[config.mk]
export PLATFORM = sky130hd
export DESIGN_NAME = sd_cmd_sequencer_flat
export DESIGN_NICKNAME = d
export VERILOG_FILES = /design/src/rtl/sd_cmd_sequencer_if.sv /design/src/rtl/sd_cmd_sequencer.sv /design/src/flat_wrapper.sv
export SDC_FILE = /design/constraint.sdc
export NUM_CORES = 1
export LEC_CHECK = 0
export ABC_AREA = 0
export BUFFER_PORTS_ARGS = -buffer_cell sky130_fd_sc_hd__buf_4
export CORE_ASPECT_RATIO = 0.5
export CORE_MARGIN = 1.5
export CORE_UTILIZATION = 62
export CTS_CLUSTER_DIAMETER = 50
export DETAILED_ROUTE_END_ITERATION = 6
export PLACE_DENSITY = 0.83
export SLEW_MARGIN = 25
export SYNTH_ARGS = -nofsm -noshare
export SYNTH_HDL_FRONTEND = slang
export SYNTH_SLANG_ARGS = --single-unit
[constraint.sdc]
create_clock -name CLOCK50 -period 6.92 [get_ports CLOCK50]
set_input_delay 0.692 -clock CLOCK50 [delete_from_list [all_inputs] [get_ports CLOCK50]]
set_output_delay 0.692 -clock CLOCK50 [all_outputs]
set_load 0.02 [all_outputs]
[src/rtl/sd_cmd_sequencer_if.sv]
// rtl/sd_cmd_sequencer_if.sv - handshake bundle between UART paths, sequencer and SD driver
interface sd_cmd_sequencer_if;
  // UART receive path
  logic        RX_STB;
  logic [7:0]  RX_DAT;
  // SD driver write request channel
  logic        WR_STB;
  logic [31:0] WR_ADDR;
  logic [7:0]  WR_LENGTH;
  logic        WR_ACK;
  // SD driver read request channel
  logic        RD_STB;
  logic [31:0] RD_ADDR;
  logic [7:0]  RD_LENGTH;
  logic        RD_ACK;
  // UART transmit path status byte
  logic        ST_STB;
  logic [7:0]  ST_DAT;
  logic        ST_ACK;
  // sequencer activity
  logic        BUSY;

  // sequencer side
  modport master (
    input  RX_STB, RX_DAT, WR_ACK, RD_ACK, ST_ACK,
    output WR_STB, WR_ADDR, WR_LENGTH,
    output RD_STB, RD_ADDR, RD_LENGTH,
    output ST_STB, ST_DAT, BUSY
  );

  // environment side (UART paths and SD driver)
  modport slave (
    output RX_STB, RX_DAT, WR_ACK, RD_ACK, ST_ACK,
    input  WR_STB, WR_ADDR, WR_LENGTH,
    input  RD_STB, RD_ADDR, RD_LENGTH,
    input  ST_STB, ST_DAT, BUSY
  );
endinterface

[src/rtl/sd_cmd_sequencer.sv]
// rtl/sd_cmd_sequencer.sv - parses UART command frames into one acknowledged SD read/write request
//
// Frame: opcode ('w' / 'r'), ADDR[31:24], ADDR[23:16], ADDR[15:8], ADDR[7:0], LEN.
// Exactly one request strobe per valid frame, then one status byte to the UART
// transmit path. Bytes arriving while a request or status is outstanding are dropped.
module sd_cmd_sequencer #(
  parameter int unsigned TIMEOUT_CYCLES = 50000000,
  parameter int unsigned BYTE_TIMEOUT   = 5000000
) (
  input  logic               CLOCK50,
  input  logic               nRESET,
  sd_cmd_sequencer_if.master bus
);

  localparam logic [7:0] OP_WR   = 8'h77;  // 'w'
  localparam logic [7:0] OP_RD   = 8'h72;  // 'r'
  localparam logic [7:0] ST_OK   = 8'h4B;  // 'K'
  localparam logic [7:0] ST_TMO  = 8'h54;  // 'T'
  localparam logic [7:0] ST_LEN0 = 8'h45;  // 'E'
  localparam logic [7:0] ST_GAP  = 8'h46;  // 'F'
  localparam logic [7:0] ST_UNK  = 8'h3F;  // '?'

  localparam int TW = $clog2(TIMEOUT_CYCLES + 1);
  localparam int GW = $clog2(BYTE_TIMEOUT + 1);

  // Counters start at 0 in the first waiting cycle, so the last permitted
  // waiting cycle is seen when the count reaches LIMIT-1.
  localparam logic [TW-1:0] TMO_LAST = TW'(TIMEOUT_CYCLES - 1);
  localparam logic [TW-1:0] TMO_MAX  = {TW{1'b1}};
  localparam logic [GW-1:0] GAP_LAST = GW'(BYTE_TIMEOUT - 1);
  localparam logic [GW-1:0] GAP_MAX  = {GW{1'b1}};

  typedef enum logic [2:0] {
    S_IDLE,
    S_ADDR,
    S_LEN,
    S_ISSUE,
    S_REPORT
  } state_t;

  state_t        state_q, state_d;
  logic          op_wr_q, op_wr_d;
  logic [31:0]   addr_q, addr_d;
  logic [1:0]    cnt_q, cnt_d;
  logic [GW-1:0] gap_q, gap_d;
  logic [TW-1:0] tmo_q, tmo_d;
  logic          wr_stb_q, wr_stb_d;
  logic [31:0]   wr_addr_q, wr_addr_d;
  logic [7:0]    wr_len_q, wr_len_d;
  logic          rd_stb_q, rd_stb_d;
  logic [31:0]   rd_addr_q, rd_addr_d;
  logic [7:0]    rd_len_q, rd_len_d;
  logic          st_stb_q, st_stb_d;
  logic [7:0]    st_dat_q, st_dat_d;
  logic          active_ack;

  // Only the channel that was actually requested may complete the request.
  assign active_ack = op_wr_q ? bus.WR_ACK : bus.RD_ACK;

  // Frame parser, request issue and status report sequencing
  always_comb begin
    state_d   = state_q;
    op_wr_d   = op_wr_q;
    addr_d    = addr_q;
    cnt_d     = cnt_q;
    gap_d     = gap_q;
    tmo_d     = tmo_q;
    wr_stb_d  = wr_stb_q;
    wr_addr_d = wr_addr_q;
    wr_len_d  = wr_len_q;
    rd_stb_d  = rd_stb_q;
    rd_addr_d = rd_addr_q;
    rd_len_d  = rd_len_q;
    st_stb_d  = st_stb_q;
    st_dat_d  = st_dat_q;

    case (state_q)
      S_IDLE: begin
        if (bus.RX_STB) begin
          if (bus.RX_DAT == OP_WR || bus.RX_DAT == OP_RD) begin
            op_wr_d = (bus.RX_DAT == OP_WR);
            addr_d  = '0;
            cnt_d   = '0;
            gap_d   = '0;
            state_d = S_ADDR;
          end else begin
            st_stb_d = 1'b1;
            st_dat_d = ST_UNK;
            state_d  = S_REPORT;
          end
        end
      end

      S_ADDR: begin
        if (bus.RX_STB) begin
          addr_d = {addr_q[23:0], bus.RX_DAT};
          cnt_d  = cnt_q + 2'd1;
          gap_d  = '0;
          if (cnt_q == 2'd3) begin
            state_d = S_LEN;
          end
        end else if (gap_q >= GAP_LAST) begin
          st_stb_d = 1'b1;
          st_dat_d = ST_GAP;
          state_d  = S_REPORT;
        end else if (gap_q != GAP_MAX) begin
          gap_d = gap_q + 1'b1;
        end
      end

      S_LEN: begin
        if (bus.RX_STB) begin
          gap_d = '0;
          if (bus.RX_DAT == 8'h00) begin
            st_stb_d = 1'b1;
            st_dat_d = ST_LEN0;
            state_d  = S_REPORT;
          end else begin
            tmo_d = '0;
            if (op_wr_q) begin
              wr_addr_d = addr_q;
              wr_len_d  = bus.RX_DAT;
              wr_stb_d  = 1'b1;
            end else begin
              rd_addr_d = addr_q;
              rd_len_d  = bus.RX_DAT;
              rd_stb_d  = 1'b1;
            end
            state_d = S_ISSUE;
          end
        end else if (gap_q >= GAP_LAST) begin
          st_stb_d = 1'b1;
          st_dat_d = ST_GAP;
          state_d  = S_REPORT;
        end else if (gap_q != GAP_MAX) begin
          gap_d = gap_q + 1'b1;
        end
      end

      S_ISSUE: begin
        // ACK is checked before the timeout so a same-cycle ACK still reports 'K'.
        if (active_ack) begin
          wr_stb_d = 1'b0;
          rd_stb_d = 1'b0;
          st_stb_d = 1'b1;
          st_dat_d = ST_OK;
          state_d  = S_REPORT;
        end else if (tmo_q >= TMO_LAST) begin
          wr_stb_d = 1'b0;
          rd_stb_d = 1'b0;
          st_stb_d = 1'b1;
          st_dat_d = ST_TMO;
          state_d  = S_REPORT;
        end else if (tmo_q != TMO_MAX) begin
          tmo_d = tmo_q + 1'b1;
        end
      end

      S_REPORT: begin
        if (bus.ST_ACK) begin
          st_stb_d = 1'b0;
          state_d  = S_IDLE;
        end
      end

      default: begin
        wr_stb_d = 1'b0;
        rd_stb_d = 1'b0;
        st_stb_d = 1'b0;
        state_d  = S_IDLE;
      end
    endcase
  end

  // State and output registers; reset drops every strobe without sending status
  always_ff @(posedge CLOCK50 or negedge nRESET) begin
    if (!nRESET) begin
      state_q   <= S_IDLE;
      op_wr_q   <= 1'b0;
      addr_q    <= '0;
      cnt_q     <= '0;
      gap_q     <= '0;
      tmo_q     <= '0;
      wr_stb_q  <= 1'b0;
      wr_addr_q <= '0;
      wr_len_q  <= '0;
      rd_stb_q  <= 1'b0;
      rd_addr_q <= '0;
      rd_len_q  <= '0;
      st_stb_q  <= 1'b0;
      st_dat_q  <= '0;
    end else begin
      state_q   <= state_d;
      op_wr_q   <= op_wr_d;
      addr_q    <= addr_d;
      cnt_q     <= cnt_d;
      gap_q     <= gap_d;
      tmo_q     <= tmo_d;
      wr_stb_q  <= wr_stb_d;
      wr_addr_q <= wr_addr_d;
      wr_len_q  <= wr_len_d;
      rd_stb_q  <= rd_stb_d;
      rd_addr_q <= rd_addr_d;
      rd_len_q  <= rd_len_d;
      st_stb_q  <= st_stb_d;
      st_dat_q  <= st_dat_d;
    end
  end

  assign bus.WR_STB    = wr_stb_q;
  assign bus.WR_ADDR   = wr_addr_q;
  assign bus.WR_LENGTH = wr_len_q;
  assign bus.RD_STB    = rd_stb_q;
  assign bus.RD_ADDR   = rd_addr_q;
  assign bus.RD_LENGTH = rd_len_q;
  assign bus.ST_STB    = st_stb_q;
  assign bus.ST_DAT    = st_dat_q;
  assign bus.BUSY      = (state_q != S_IDLE);

endmodule

[src/flat_wrapper.sv]
// flat-port wrapper written by rule: the top's interface ports become plain ports
module sd_cmd_sequencer_flat 
#(
  parameter int unsigned TIMEOUT_CYCLES = 50000000,
  parameter int unsigned BYTE_TIMEOUT   = 5000000
)
  (CLOCK50, nRESET, bus_RX_STB, bus_RX_DAT, bus_WR_ACK, bus_RD_ACK, bus_ST_ACK, bus_WR_STB, bus_WR_ADDR, bus_WR_LENGTH, bus_RD_STB, bus_RD_ADDR, bus_RD_LENGTH, bus_ST_STB, bus_ST_DAT, bus_BUSY);
  sd_cmd_sequencer_if bus_i ();
  input  logic CLOCK50;
  input  logic nRESET;
  input wire logic [$bits(bus_i.RX_STB)-1:0] bus_RX_STB;
  input wire logic [$bits(bus_i.RX_DAT)-1:0] bus_RX_DAT;
  input wire logic [$bits(bus_i.WR_ACK)-1:0] bus_WR_ACK;
  input wire logic [$bits(bus_i.RD_ACK)-1:0] bus_RD_ACK;
  input wire logic [$bits(bus_i.ST_ACK)-1:0] bus_ST_ACK;
  output wire logic [$bits(bus_i.WR_STB)-1:0] bus_WR_STB;
  output wire logic [$bits(bus_i.WR_ADDR)-1:0] bus_WR_ADDR;
  output wire logic [$bits(bus_i.WR_LENGTH)-1:0] bus_WR_LENGTH;
  output wire logic [$bits(bus_i.RD_STB)-1:0] bus_RD_STB;
  output wire logic [$bits(bus_i.RD_ADDR)-1:0] bus_RD_ADDR;
  output wire logic [$bits(bus_i.RD_LENGTH)-1:0] bus_RD_LENGTH;
  output wire logic [$bits(bus_i.ST_STB)-1:0] bus_ST_STB;
  output wire logic [$bits(bus_i.ST_DAT)-1:0] bus_ST_DAT;
  output wire logic [$bits(bus_i.BUSY)-1:0] bus_BUSY;
  assign bus_i.RX_STB = bus_RX_STB;
  assign bus_i.RX_DAT = bus_RX_DAT;
  assign bus_i.WR_ACK = bus_WR_ACK;
  assign bus_i.RD_ACK = bus_RD_ACK;
  assign bus_i.ST_ACK = bus_ST_ACK;
  assign bus_WR_STB = bus_i.WR_STB;
  assign bus_WR_ADDR = bus_i.WR_ADDR;
  assign bus_WR_LENGTH = bus_i.WR_LENGTH;
  assign bus_RD_STB = bus_i.RD_STB;
  assign bus_RD_ADDR = bus_i.RD_ADDR;
  assign bus_RD_LENGTH = bus_i.RD_LENGTH;
  assign bus_ST_STB = bus_i.ST_STB;
  assign bus_ST_DAT = bus_i.ST_DAT;
  assign bus_BUSY = bus_i.BUSY;
  sd_cmd_sequencer #(.TIMEOUT_CYCLES(TIMEOUT_CYCLES), .BYTE_TIMEOUT(BYTE_TIMEOUT)) u_core (.CLOCK50(CLOCK50), .nRESET(nRESET), .bus(bus_i));
endmodule
==> flow_summary.json, run 1 <==
{
  "synth_top_area_cell": "dfrtp_1",
  "avgViaCountPerCell": 6.196,
  "crit_type": "in -> reg",
  "die_y_um": 83.36,
  "drive_gt1_share_pct": 30.57,
  "status": "complete, no violations",
  "holdWs_ps": 375.9,
  "synth_edf_count": 0,
  "antenna_found_initial": 0,
  "async_reset_ff_share_pct": 100.0,
  "num_vias": 6060,
  "setup_viol_count_final": 0,
  "start_util_pct": 63.42,
  "area_growth_pct": 19.20,
  "cap_viol_max_count": 0,
  "ys_ff_latch": 178,
  "n_antenna_cell": 0,
  "syn-cell-area_um2": 8008,
  "total_power_w": 0.002600,
  "dr.first_iter.drc_count": 611,
  "postPlaceCellArea_um2": 8910,
  "rows": 29,
  "grt_pass1_vias": 6010,
  "slew_viol_final": 0,
  "wirelength_um": 18810,
  "leakage_nw": 4.540,
  "skew_ps": 11.86,
  "layoutNonFillerInstCount": 978,
  "syn_nets": 717,
  "clk_latency_ps": 430,
  "cp.arrival_ps": 3430,
  "cp.required_ps": 7240,
  "finalHoldViolations": 0,
  "power_density_nw_per_um2": 272.4,
  "clock.fmax_ghz": 0.3209,
  "dr.pass1.iters": 5,
  "fillers": 790,
  "placed_cells": 945,
  "slew-limit-headroom_pct": 36.79,
  "cts_tree": "done",
  "clkSlewWorstSetupHoldPaths_ps": 80,
  "wl_per_cell_um": 19.23,
  "dpl.hpwl_um": 11730,
  "hold_buffers": 0,
  "post-route-period-util_pct": 45.03,
  "ios": 106,
  "cts.sinks": 178,
  "irDropWorstVdd_mv": 0.1808,
  "tightest_slew_ps": 948.1,
  "hold_class": "in -> async",
  "stdcell_area_um2": 9545,
  "dieArea_um2": 13650,
  "drc": 0,
  "cts_resized": 0,
  "synth_top_area_share_pct": 55.63,
  "synth-main-ff-cell": "dfrtp_1",
  "design.core.area_um2": 12630,
  "final.setup.tns_ps": 0,
  "yosysWarningCount": 0,
  "crit_family": "simple AND/OR/NAND/NOR gates",
  "end_kind": "register",
  "cts_made_buffers": 17,
  "path_cells": "buf_4 > or4_1 > or4_4 > and2_1 > nand2_4 > mux2_2",
  "fin_nets": 812,
  "clk_path_buf_depth": 2,
  "avgSynthCellArea_um2": 11.44,
  "grt_pass1_wl_um": 30660,
  "rsz0062_at_grt": "false",
  "htreeDepth": 4,
  "gp_congestion": 0.8708,
  "ys_seq_area_share_pct": 55.63,
  "synth_area_leaders": "dfrtp_1, mux2_2, nand2_1",
  "grt_overflow_total": 0,
  "crit_path_max_fanout": 41,
  "grt_max_degree": 112,
  "clockRootBuffer": "clkbuf_16",
  "drtAntennaViolNets": 0,
  "globalRouteTotalUtil_pct": 28.89,
  "io_buffers": 105,
  "die_w_um": 163.7,
  "post-cts-setup-buffer-count": 0,
  "critPathMaxStageDelay_ps": 610,
  "crit_buf_inv": 1,
  "crit_path_start_kind": "input port",
  "synth_cell_type_count": 71,
  "period_minus_slack_ps": 3116,
  "netlist_instances": 700,
  "crit_slowest_cell": "nand2_4"
}
[where the power goes]
group / total (W) / leakage, nW / switching (W) / internal [W]
logic: 0.000370 / 1.82 / 0.000200 / 0.000171
clock network: 0.000975 / 0.298 / 0.000482 / 0.000493
registers: 0.00126 / 2.42 / 0.000109 / 0.00115
total: 0.00260 / 4.54 / 0.000791 / 0.00181
[placed cells by master, fill, tap and decap left out, types with 3 or more instances in the layout]
cell type | netlist | routed
nand2b_1 | 5 | 5
a21oi_1 | 23 | 23
nor4b_1 | 3 | 3
o211ai_1 | 4 | 4
o41ai_1 | 3 | 3
or4_1 | 8 | 8
nor3_1 | 14 | 14
nand2_1 | 72 | 72
and4_1 | 5 | 5
clkinv_8 | 0 | 6
mux2_2 | 80 | 80
inv_1 | 11 | 11
a31oi_1 | 5 | 5
clkbuf_16 | 0 | 17
nor2_1 | 45 | 43
ha_1 | 3 | 3
o21ai_0 | 28 | 28
o31ai_1 | 3 | 3
inv_8 | 0 | 3
a22o_1 | 18 | 18
buf_4 | 4 | 109
nand3_1 | 21 | 21
nor4_1 | 18 | 18
and3_1 | 5 | 5
or3_1 | 5 | 5
xnor2_1 | 26 | 26
nand4_1 | 8 | 8
and2_1 | 9 | 9
dfrtp_1 | 178 | 178
a31o_2 | 5 | 5
o2bb2ai_1 | 3 | 3
mux2i_1 | 3 | 3
[stage by stage]
stage	setup slack, ps	util, %
2_1_floorplan	4180	-
3_3_place_gp	3132	70.54
3_5_place_dp	3074	70.56
4_1_cts	3505	75.42
5_1_grt	3702	75.59
6_report	3804	75.59
[path summary, 6_finish.rpt]
check / end / from / slack [ps] / cells after the start
max in group asynchronous: u_core.addr_q[14] / nRESET / 5130 / 2
worst min register to register: u_core.bus.WR_ADDR[21] / u_core.bus.WR_ADDR[21] / 500 / 1
min in group CLOCK50: u_core.bus.WR_ADDR[21] / u_core.bus.WR_ADDR[21] / 500 / 1
worst max register to register: u_core.bus.RD_ADDR[3] / u_core.state_q[2] / 3860 / 6
worst max-delay path: u_core.bus.WR_ADDR[13] / bus_RX_DAT[1] / 3800 / 6
worst min-delay path: u_core.gap_q[20] / nRESET / 380 / 1
[final cells by class]
cell class,instances,area (um^2),area share [%]
clock inverter,15,187.7,1.966
inverter,11,41.29,0.4326
clock buffer,17,425.4,4.457
timing repair buffer,111,847.1,8.874
tap,170,212.7,2.228
sequential,178,4454,46.66
multi-input combinational,476,3377,35.38
[synth_stat cells (4+ instances only)]
master,n
a22o_1,18
nor3_1,14
clkbuf_1,19
o211ai_1,4
dfrtp_1,178
a31oi_1,5
xnor2_1,26
nor4_1,18
or3_1,5
a21oi_1,23
a31o_2,5
nand2b_1,5
and4_1,5
nor2_1,45
or4_1,8
buf_4,4
and3_1,5
mux2_2,80
nand4_1,8
inv_1,11
o21ai_0,28
and2_1,9
buf_2,12
nand2_1,72
nand3_1,21
[per-layer routing]
metal | part of all wire, % | vias up | routed length (um) | track usage [%]
met5 | 0 | - | 0 | 0
met2 | 49 | 209 | 9302 | 47.10
li1 | - | 2738 | - | -
met3 | 4.9 | 41 | 913 | 5.295
met1 | 43 | 3072 | 8160 | 38.75
met4 | 2.3 | 0 | 433 | 11.16
[kinds of logic after synthesis]
| family | Yosys count | share of synthesized area, % |
|---|---|---|
| AND/OR/NAND/NOR | 240 | 15.77 |
| flip-flops | 178 | 55.62 |
| AO/OA/AOI/OAI | 121 | 10.78 |
| multiplexers | 84 | 11.77 |
| buffers and inverters | 46 | 2.531 |
| XOR/XNOR | 28 | 3.063 |
| adder cells (fa/ha/maj) | 3 | 0.4688 |
[registers in the layout, indices dropped and copies added (netlist names)]
name	flops
u_core.bus.RD_STB	1
u_core.state_q	3
u_core.bus.WR_ADDR	32
u_core.bus.WR_LENGTH	8
u_core.bus.RD_ADDR	32
u_core.gap_q	23
u_core.bus.RD_LENGTH	8
u_core.bus.ST_STB	1
u_core.bus.ST_DAT	8
u_core.cnt_q	2
u_core.tmo_q	26
u_core.bus.WR_STB	1
u_core.op_wr_q	1
u_core.addr_q	32
Power figures use the tool's default switching activity.
==> inputs of run 2 (changes only) <==
--- a/config.mk
+++ b/config.mk
@@ -5,14 +5,14 @@
 export SDC_FILE = /design/constraint.sdc
 export NUM_CORES = 1
 export LEC_CHECK = 0
-export ABC_AREA = 0
+export ABC_AREA = 1
 export BUFFER_PORTS_ARGS = -buffer_cell sky130_fd_sc_hd__buf_4
 export CORE_ASPECT_RATIO = 0.5
 export CORE_MARGIN = 1.5
-export CORE_UTILIZATION = 62
+export CORE_UTILIZATION = 58
 export CTS_CLUSTER_DIAMETER = 50
 export DETAILED_ROUTE_END_ITERATION = 6
-export PLACE_DENSITY = 0.83
+export PLACE_DENSITY = 0.78
 export SLEW_MARGIN = 25
 export SYNTH_ARGS = -nofsm -noshare
 export SYNTH_HDL_FRONTEND = slang
==> constraint.sdc (replaced) <==
create_clock -name CLOCK50 -period 2.87 [get_ports CLOCK50]
set_input_delay 0.287 -clock CLOCK50 [delete_from_list [all_inputs] [get_ports CLOCK50]]
set_output_delay 0.287 -clock CLOCK50 [all_outputs]
set_load 0.02 [all_outputs]
==> run 2 against run 1 <==
Synthesized area rose by 7.0%. Clock-buffer cell count did not move. Core utilization fell by 5.6 points. Hold slack got worse by 240 ps. Cell area rose by 5.8%. Sequential cell count did not move. Final cell count rose by 37%. Total power rose by 130%. Die area rose by 14%. Register-to-register slack got worse by 3400 ps. Largest cell class unchanged.
==> flow_summary.json, run 2 <==
{
  "post-cts-setup-buffer-count": 0,
  "synth_edf_count": 0,
  "clk_latency_ps": 440,
  "dpl.hpwl_um": 14930,
  "ys_seq_area_share_pct": 52.01,
  "leakage_nw": 4.778,
  "area_growth_pct": 17.93,
  "grt_overflow_total": 0,
  "netlist_instances": 1041,
  "clk_path_buf_depth": 2,
  "io_buffers": 105,
  "critPathMaxStageDelay_ps": 660,
  "hold_depth": 4,
  "drc": 0,
  "synthMuxAreaShare_pct": 0,
  "fin_nets": 1150,
  "synth.most_common_cell": "nand2_1",
  "crit_path_start_kind": "register",
  "grt_max_degree": 82,
  "status": "complete, no violations",
  "htreeDepth": 4,
  "ios": 106,
  "avgSynthCellArea_um2": 8.227,
  "final.setup.tns_ps": 0,
  "stdcell_area_um2": 10100,
  "post-route-period-util_pct": 83.33,
  "cts_tree": "done",
  "n_antenna_cell": 0,
  "cts.sinks": 178,
  "cp.required_ps": 3150,
  "reg2reg_slack_ps": 480,
  "synth_xor_area_share_pct": 2.250,
  "clkSlewWorstSetupHoldPaths_ps": 70,
  "synth_top_area_cell": "dfrtp_1",
  "die_w_um": 174.9,
  "period_minus_slack_ps": 2392,
  "tightest_slew_ps": 819.9,
  "num_vias": 7438,
  "setup_viol_count_final": 0,
  "irDropWorstVdd_mv": 0.4389,
  "r2r-start": "u_core.state_q[2]",
  "mostFrequentLayoutCell": "nand2_1",
  "end_kind": "register",
  "async_reset_ff_share_pct": 100.0,
  "synth_common_cells": "nand2_1, dfrtp_1, o21ai_0",
  "synth_compound_area_share_pct": 10.90,
  "synth_area_leaders": "dfrtp_1, nand2_1, o21ai_0",
  "final_cell_mix": "nand2_1, dfrtp_1, o21ai_0",
  "synth_cell_type_count": 42,
  "synthSimpleGateAreaFrac_pct": 26.91,
  "hold_class": "in -> reg",
  "antenna_found_initial": 0,
  "rows": 31,
  "ys_ff_latch": 178,
  "synth_top_area_share_pct": 52.01,
  "wl_per_cell_um": 16.03,
  "clockRootBuffer": "clkbuf_16",
  "synth_top_family_by_area": "simple AND/OR/NAND/NOR gates",
  "start_util_pct": 59.36,
  "postPlaceCellArea_um2": 9482,
  "finalHoldViolations": 0,
  "grt_pass1_vias": 7038,
  "rsz0062_at_grt": "false",
  "syn_nets": 1058,
  "grt_pass1_wl_um": 35280,
  "crit_type": "reg -> reg",
  "syn-cell-area_um2": 8564,
  "power_density_nw_per_um2": 604.0,
  "hold_start": "bus_ST_ACK",
  "skew_ps": 13.29,
  "crit_path_max_fanout": 20,
  "yosysWarningCount": 0,
  "timing.rr.end": "u_core.gap_q[17]",
  "hold-path-endpoint": "u_core.state_q[2]",
  "drive_gt1_share_pct": 17.80,
  "dieArea_um2": 15550,
  "worst_r2r_path_depth": 8,
  "gp_congestion": 0.9673,
  "globalRouteTotalUtil_pct": 29.18,
  "die_y_um": 88.93,
  "drtAntennaViolNets": 0,
  "crit_buf_inv": 2,
  "cts_made_buffers": 17,
  "cap_viol_max_count": 0,
  "crit_slowest_cell": "o21ai_2",
  "dr.pass1.iters": 5,
  "avgViaCountPerCell": 5.534,
  "path_cells": "nor2_2 > nand2_1 > nand2_2 > inv_2 > nor2_2 > inv_2 > o21ai_2 > o21ai_1",
  "synth-main-ff-cell": "dfrtp_1",
  "design.core.area_um2": 14430,
  "clock.fmax_ghz": 0.4181,
  "slew_viol_final": 0,
  "synthAdderAreaFrac_pct": 0.4383,
  "cp.arrival_ps": 2670,
  "slew-limit-headroom_pct": 45.34,
  "wirelength_um": 21550,
  "crit_family": "compound AO/OA/AOI/OAI gates",
  "dr.first_iter.drc_count": 533,
  "total_power_w": 0.006100
}
[run 2: per-layer routing]
metal / share of wire [%] / track usage (%)
met5: 0 / 0
met4: 2.0 / 10.88
met3: 5.2 / 5.910
met2: 49 / 49.57
met1: 44 / 38.03
[run 2: worst max path at each step]
stage	from	to	cells past startpoint	slack (ps)
finish	u_core.state_q[2]	u_core.gap_q[17]	8	480
global route	u_core.state_q[2]	u_core.gap_q[17]	8	280
CTS	u_core.state_q[2]	u_core.gap_q[17]	8	540
detailed placement	u_core.state_q[2]	u_core.tmo_q[5]	8	560
global placement	u_core.state_q[2]	u_core.tmo_q[5]	8	620
floorplan	u_core.tmo_q[0]	u_core.tmo_q[20]	11	1200
[run 2: metrics by stage]
stage	util, %	hold WS (ps)	setup WS (ps)	cells
6_report	70.00	137.0	478.3	1344
2_1_floorplan	-	-8.591	1199	1041
3_5_place_dp	65.71	385.4	557.8	1311
3_3_place_gp	65.71	371.3	617.5	1311
4_1_cts	70.00	125.9	541.6	1344
5_1_grt	70.00	162.2	278.1	1344
[run 2: area by class of cell]
cell class	count	area (um^2)
sequential	178	4454
fill	1124	4329
tap	198	247.7
clock buffer	17	425.4
inverter	107	401.6
timing repair buffer	116	914.6
multi-input combinational	713	3473
clock inverter	15	182.7
[run 2: power breakdown]
group          internal, W  switching [W]  total, W
Combinational     0.000322       0.000585  0.000907
Sequential         0.00268       0.000161   0.00284
Clock              0.00119        0.00117   0.00235
Total              0.00419        0.00191   0.00610
[run 2: repair_timing]
action | CTS | global route
hold buffers | 1 | 0
hold endpoints to repair | 78 | 0
resized for setup | 0 | 0
[run 2: worst reg2reg max path: stages, from the launching register on]
cell and delay, ps:
dfrtp_1 490, nor2_2 170, nand2_1 130, nand2_2 240, inv_2 160, nor2_2 140, inv_2 80, o21ai_2 660
o21ai_1 170
[run 2: cells by family (layout without fill, tap and decap cells)]
family | after synthesis | count (layout)
and+or+nand+nor | 513 | 513
DFF | 178 | 178
AOI/OAI and AO/OA | 175 | 175
buffers and inverters | 150 | 255
xor gates and xnor gates | 22 | 22
adders and majority gates | 3 | 3
==> inputs of run 3 (changes only) <==
--- a/config.mk
+++ b/config.mk
@@ -5,7 +5,7 @@
 export SDC_FILE = /design/constraint.sdc
 export NUM_CORES = 1
 export LEC_CHECK = 0
-export ABC_AREA = 1
+export ABC_AREA = 0
 export BUFFER_PORTS_ARGS = -buffer_cell sky130_fd_sc_hd__buf_4
 export CORE_ASPECT_RATIO = 0.5
 export CORE_MARGIN = 1.5
==> constraint.sdc (replaced) <==
create_clock -name CLOCK50 -period 2.29 [get_ports CLOCK50]
set_input_delay 0.229 -clock CLOCK50 [delete_from_list [all_inputs] [get_ports CLOCK50]]
set_output_delay 0.229 -clock CLOCK50 [all_outputs]
set_load 0.02 [all_outputs]
==> run 3 against run 2 <==
The flow now finishes with violations (setup timing). Clock skew up 0.90 ps. Clock-buffer cell count up 2. Combinational power up 44%. Total power up 31%. Core utilization up 8.7 points. Cell area up 5.4%. Global-route usage up 0.63 points. Wire length down 1.4%.
==> flow_summary.json, run 3 (same netlist as run 1, synthesis figures left out) <==
{
  "wl_met2_um": 10410,
  "mostFrequentLayoutCell": "buf_4",
  "timing.rr.end": "u_core.gap_q[5]",
  "drive_gt1_share_pct": 41.41,
  "drc": 0,
  "utilization_pct": 78.74,
  "rsz0062_at_grt": "true",
  "cts.sinks": 178,
  "globalRouteTotalUtil_pct": 29.81,
  "gp_congestion": 0.9009,
  "cts_tree": "done",
  "hold_class": "in -> reg",
  "crit_type": "reg -> reg",
  "multiInputGateArea_um2": 3620,
  "htreeDepth": 4,
  "dr.pass1.iters": 5,
  "die_y_um": 86.09,
  "area_growth_pct": 32.87,
  "avgViaCountPerCell": 5.955,
  "clk_latency_ps": 440,
  "post-route-period-util_pct": 103.5,
  "grt_overflow_total": 0,
  "final.setup.tns_ps": -399.5,
  "wl_per_cell_um": 19.59,
  "power_density_nw_per_um2": 751.1,
  "leakage_nw": 5.106,
  "dr.first_iter.drc_count": 427,
  "wirelength_um": 21240,
  "r2r-start": "u_core.state_q[1]",
  "slew-limit-headroom_pct": 53.11,
  "crit_path_max_fanout": 4,
  "setup_ws_ps": -79.93,
  "routed.top_layer": "met4",
  "antenna_found_initial": 0,
  "rows": 30,
  "num_vias": 6455,
  "clockRootBuffer": "clkbuf_16",
  "die_w_um": 169.2,
  "clk_path_buf_depth": 2,
  "cp.arrival_ps": 2730,
  "tightest_slew_ps": 700.6,
  "start_util_pct": 59.26,
  "setup_viol_count_final": 8,
  "violations": "setup timing",
  "hold_start": "bus_RX_DAT[7]",
  "n_antenna_cell": 0,
  "dr_wl_met3_um": 1114,
  "irDropWorstVdd_mv": 0.6166,
  "final_cell_mix": "buf_4, dfrtp_1, mux2_2",
  "crit_path_start_kind": "register",
  "cts_made_buffers": 17,
  "slew_viol_final": 0,
  "worst_r2r_path_depth": 6,
  "io_buffers": 105,
  "cap_viol_max_count": 0,
  "grt_pass1_wl_um": 33560,
  "cp.required_ps": 2650,
  "grt_pass1_vias": 6405,
  "dpl.hpwl_um": 13770,
  "design.core.area_um2": 13510,
  "grt_max_degree": 59,
  "clkSlewWorstSetupHoldPaths_ps": 80,
  "wl_met1_um": 9371,
  "skew_ps": 14.18,
  "fillers": 797,
  "dieArea_um2": 14560,
  "drtAntennaViolNets": 0,
  "ff_latch_area_um2": 4457,
  "hold_depth": 2,
  "period_minus_slack_ps": 2370,
  "reg2reg_slack_ps": -80,
  "clock.fmax_ghz": 0.4220,
  "status": "complete, but fails checks",
  "hold-path-endpoint": "u_core.addr_q[7]",
  "ios": 106,
  "fin_nets": 912,
  "end_kind": "register",
  "finalHoldViolations": 0
}
-- run 3: changes by cell type in the layout (fill, tap and decap cells not counted), moves of 16 or more --
cell,previous run,this run
nand3_1,70,21
o22ai_1,17,0
o21ai_0,117,27
mux2_2,0,80
xnor2_1,1,26
inv_1,94,11
buf_4,111,197
a22o_1,0,18
nand4_1,24,8
o21ai_1,20,1
nor3_1,32,13
nand2_1,268,72
nor2_1,75,42
xor2_1,21,2
-- run 3: final cells by class --
cell class / count / area share, %
well taps: 176 / 2.070
multi-input cells: 476 / 34.02
repair buffers: 211 / 16.10
flip-flops and latches: 178 / 41.89
clock inverters: 13 / 1.282
clock buffers: 19 / 4.257
inverters: 11 / 0.3881
-- run 3: worst max-delay path by stage --
stage                                   endpoint  slack (ps)               from  cells past startpoint
final                            u_core.gap_q[5]         -80  u_core.state_q[1]                      6
after global routing             u_core.gap_q[5]        -150  u_core.state_q[1]                      6
after CTS                        u_core.gap_q[5]         -60  u_core.state_q[1]                      6
after detailed placement  u_core.bus.WR_ADDR[20]        -160      bus_RX_DAT[1]                      7
after global placement    u_core.bus.WR_ADDR[20]        -150      bus_RX_DAT[1]                      7
after floorplan                  u_core.gap_q[5]         -10  u_core.state_q[0]                      7
-- run 3: power by group --
| part | internal, W | total (W) | switching, W | leakage [nW] |
|---|---|---|---|---|
| clock | 0.00151 | 0.00294 | 0.00142 | 0.290 |
| combinational | 0.000630 | 0.00131 | 0.000681 | 2.40 |
| sequential | 0.00346 | 0.00374 | 0.000279 | 2.42 |
| total | 0.00561 | 0.00799 | 0.00238 | 5.11 |
-- run 3: per-layer routing --
layer / up-vias / GRT usage [%]
met3: 34 / 5.814
met1: 3256 / 40.20
met2: 227 / 49.53
li1: 2938 / -
met4: 0 / 9.252
met5: - / 0
-- run 3: timing repair --
item                                    4_1_cts  5_1_grt
cloned                                        0        0
gates resized for setup                      10       38
endpoints found under the setup margin       12       55
setup buffers                                 3       11
pin swaps                                     2       16
hold buffers                                  1        0
endpoints found under the hold margin        53        0
-- run 3: metrics by stage --
step	instance area, um^2	total power (W)	std cells	worst slack, ps	hold WS, ps
final	10640	0.007992	1084	-79.93	51.55
after global routing	10640	0.008295	1084	-154.5	49.09
after CTS	10330	0.008016	1072	-57.70	42.15
after detailed placement	9641	0.005078	1036	-161.1	248.6
after global placement	9641	0.005022	1036	-152.7	242.1
after floorplan	8008	0.004382	700	-14.41	-66.59
-- run 3: critical path, cell delays in order, from the launching register on --
cell and delay, ps:
dfrtp_1 410, or4b_4 570, nor4_4 270, nor2_2 150, nor3_4 250, or4b_1 460, a21oi_1 180
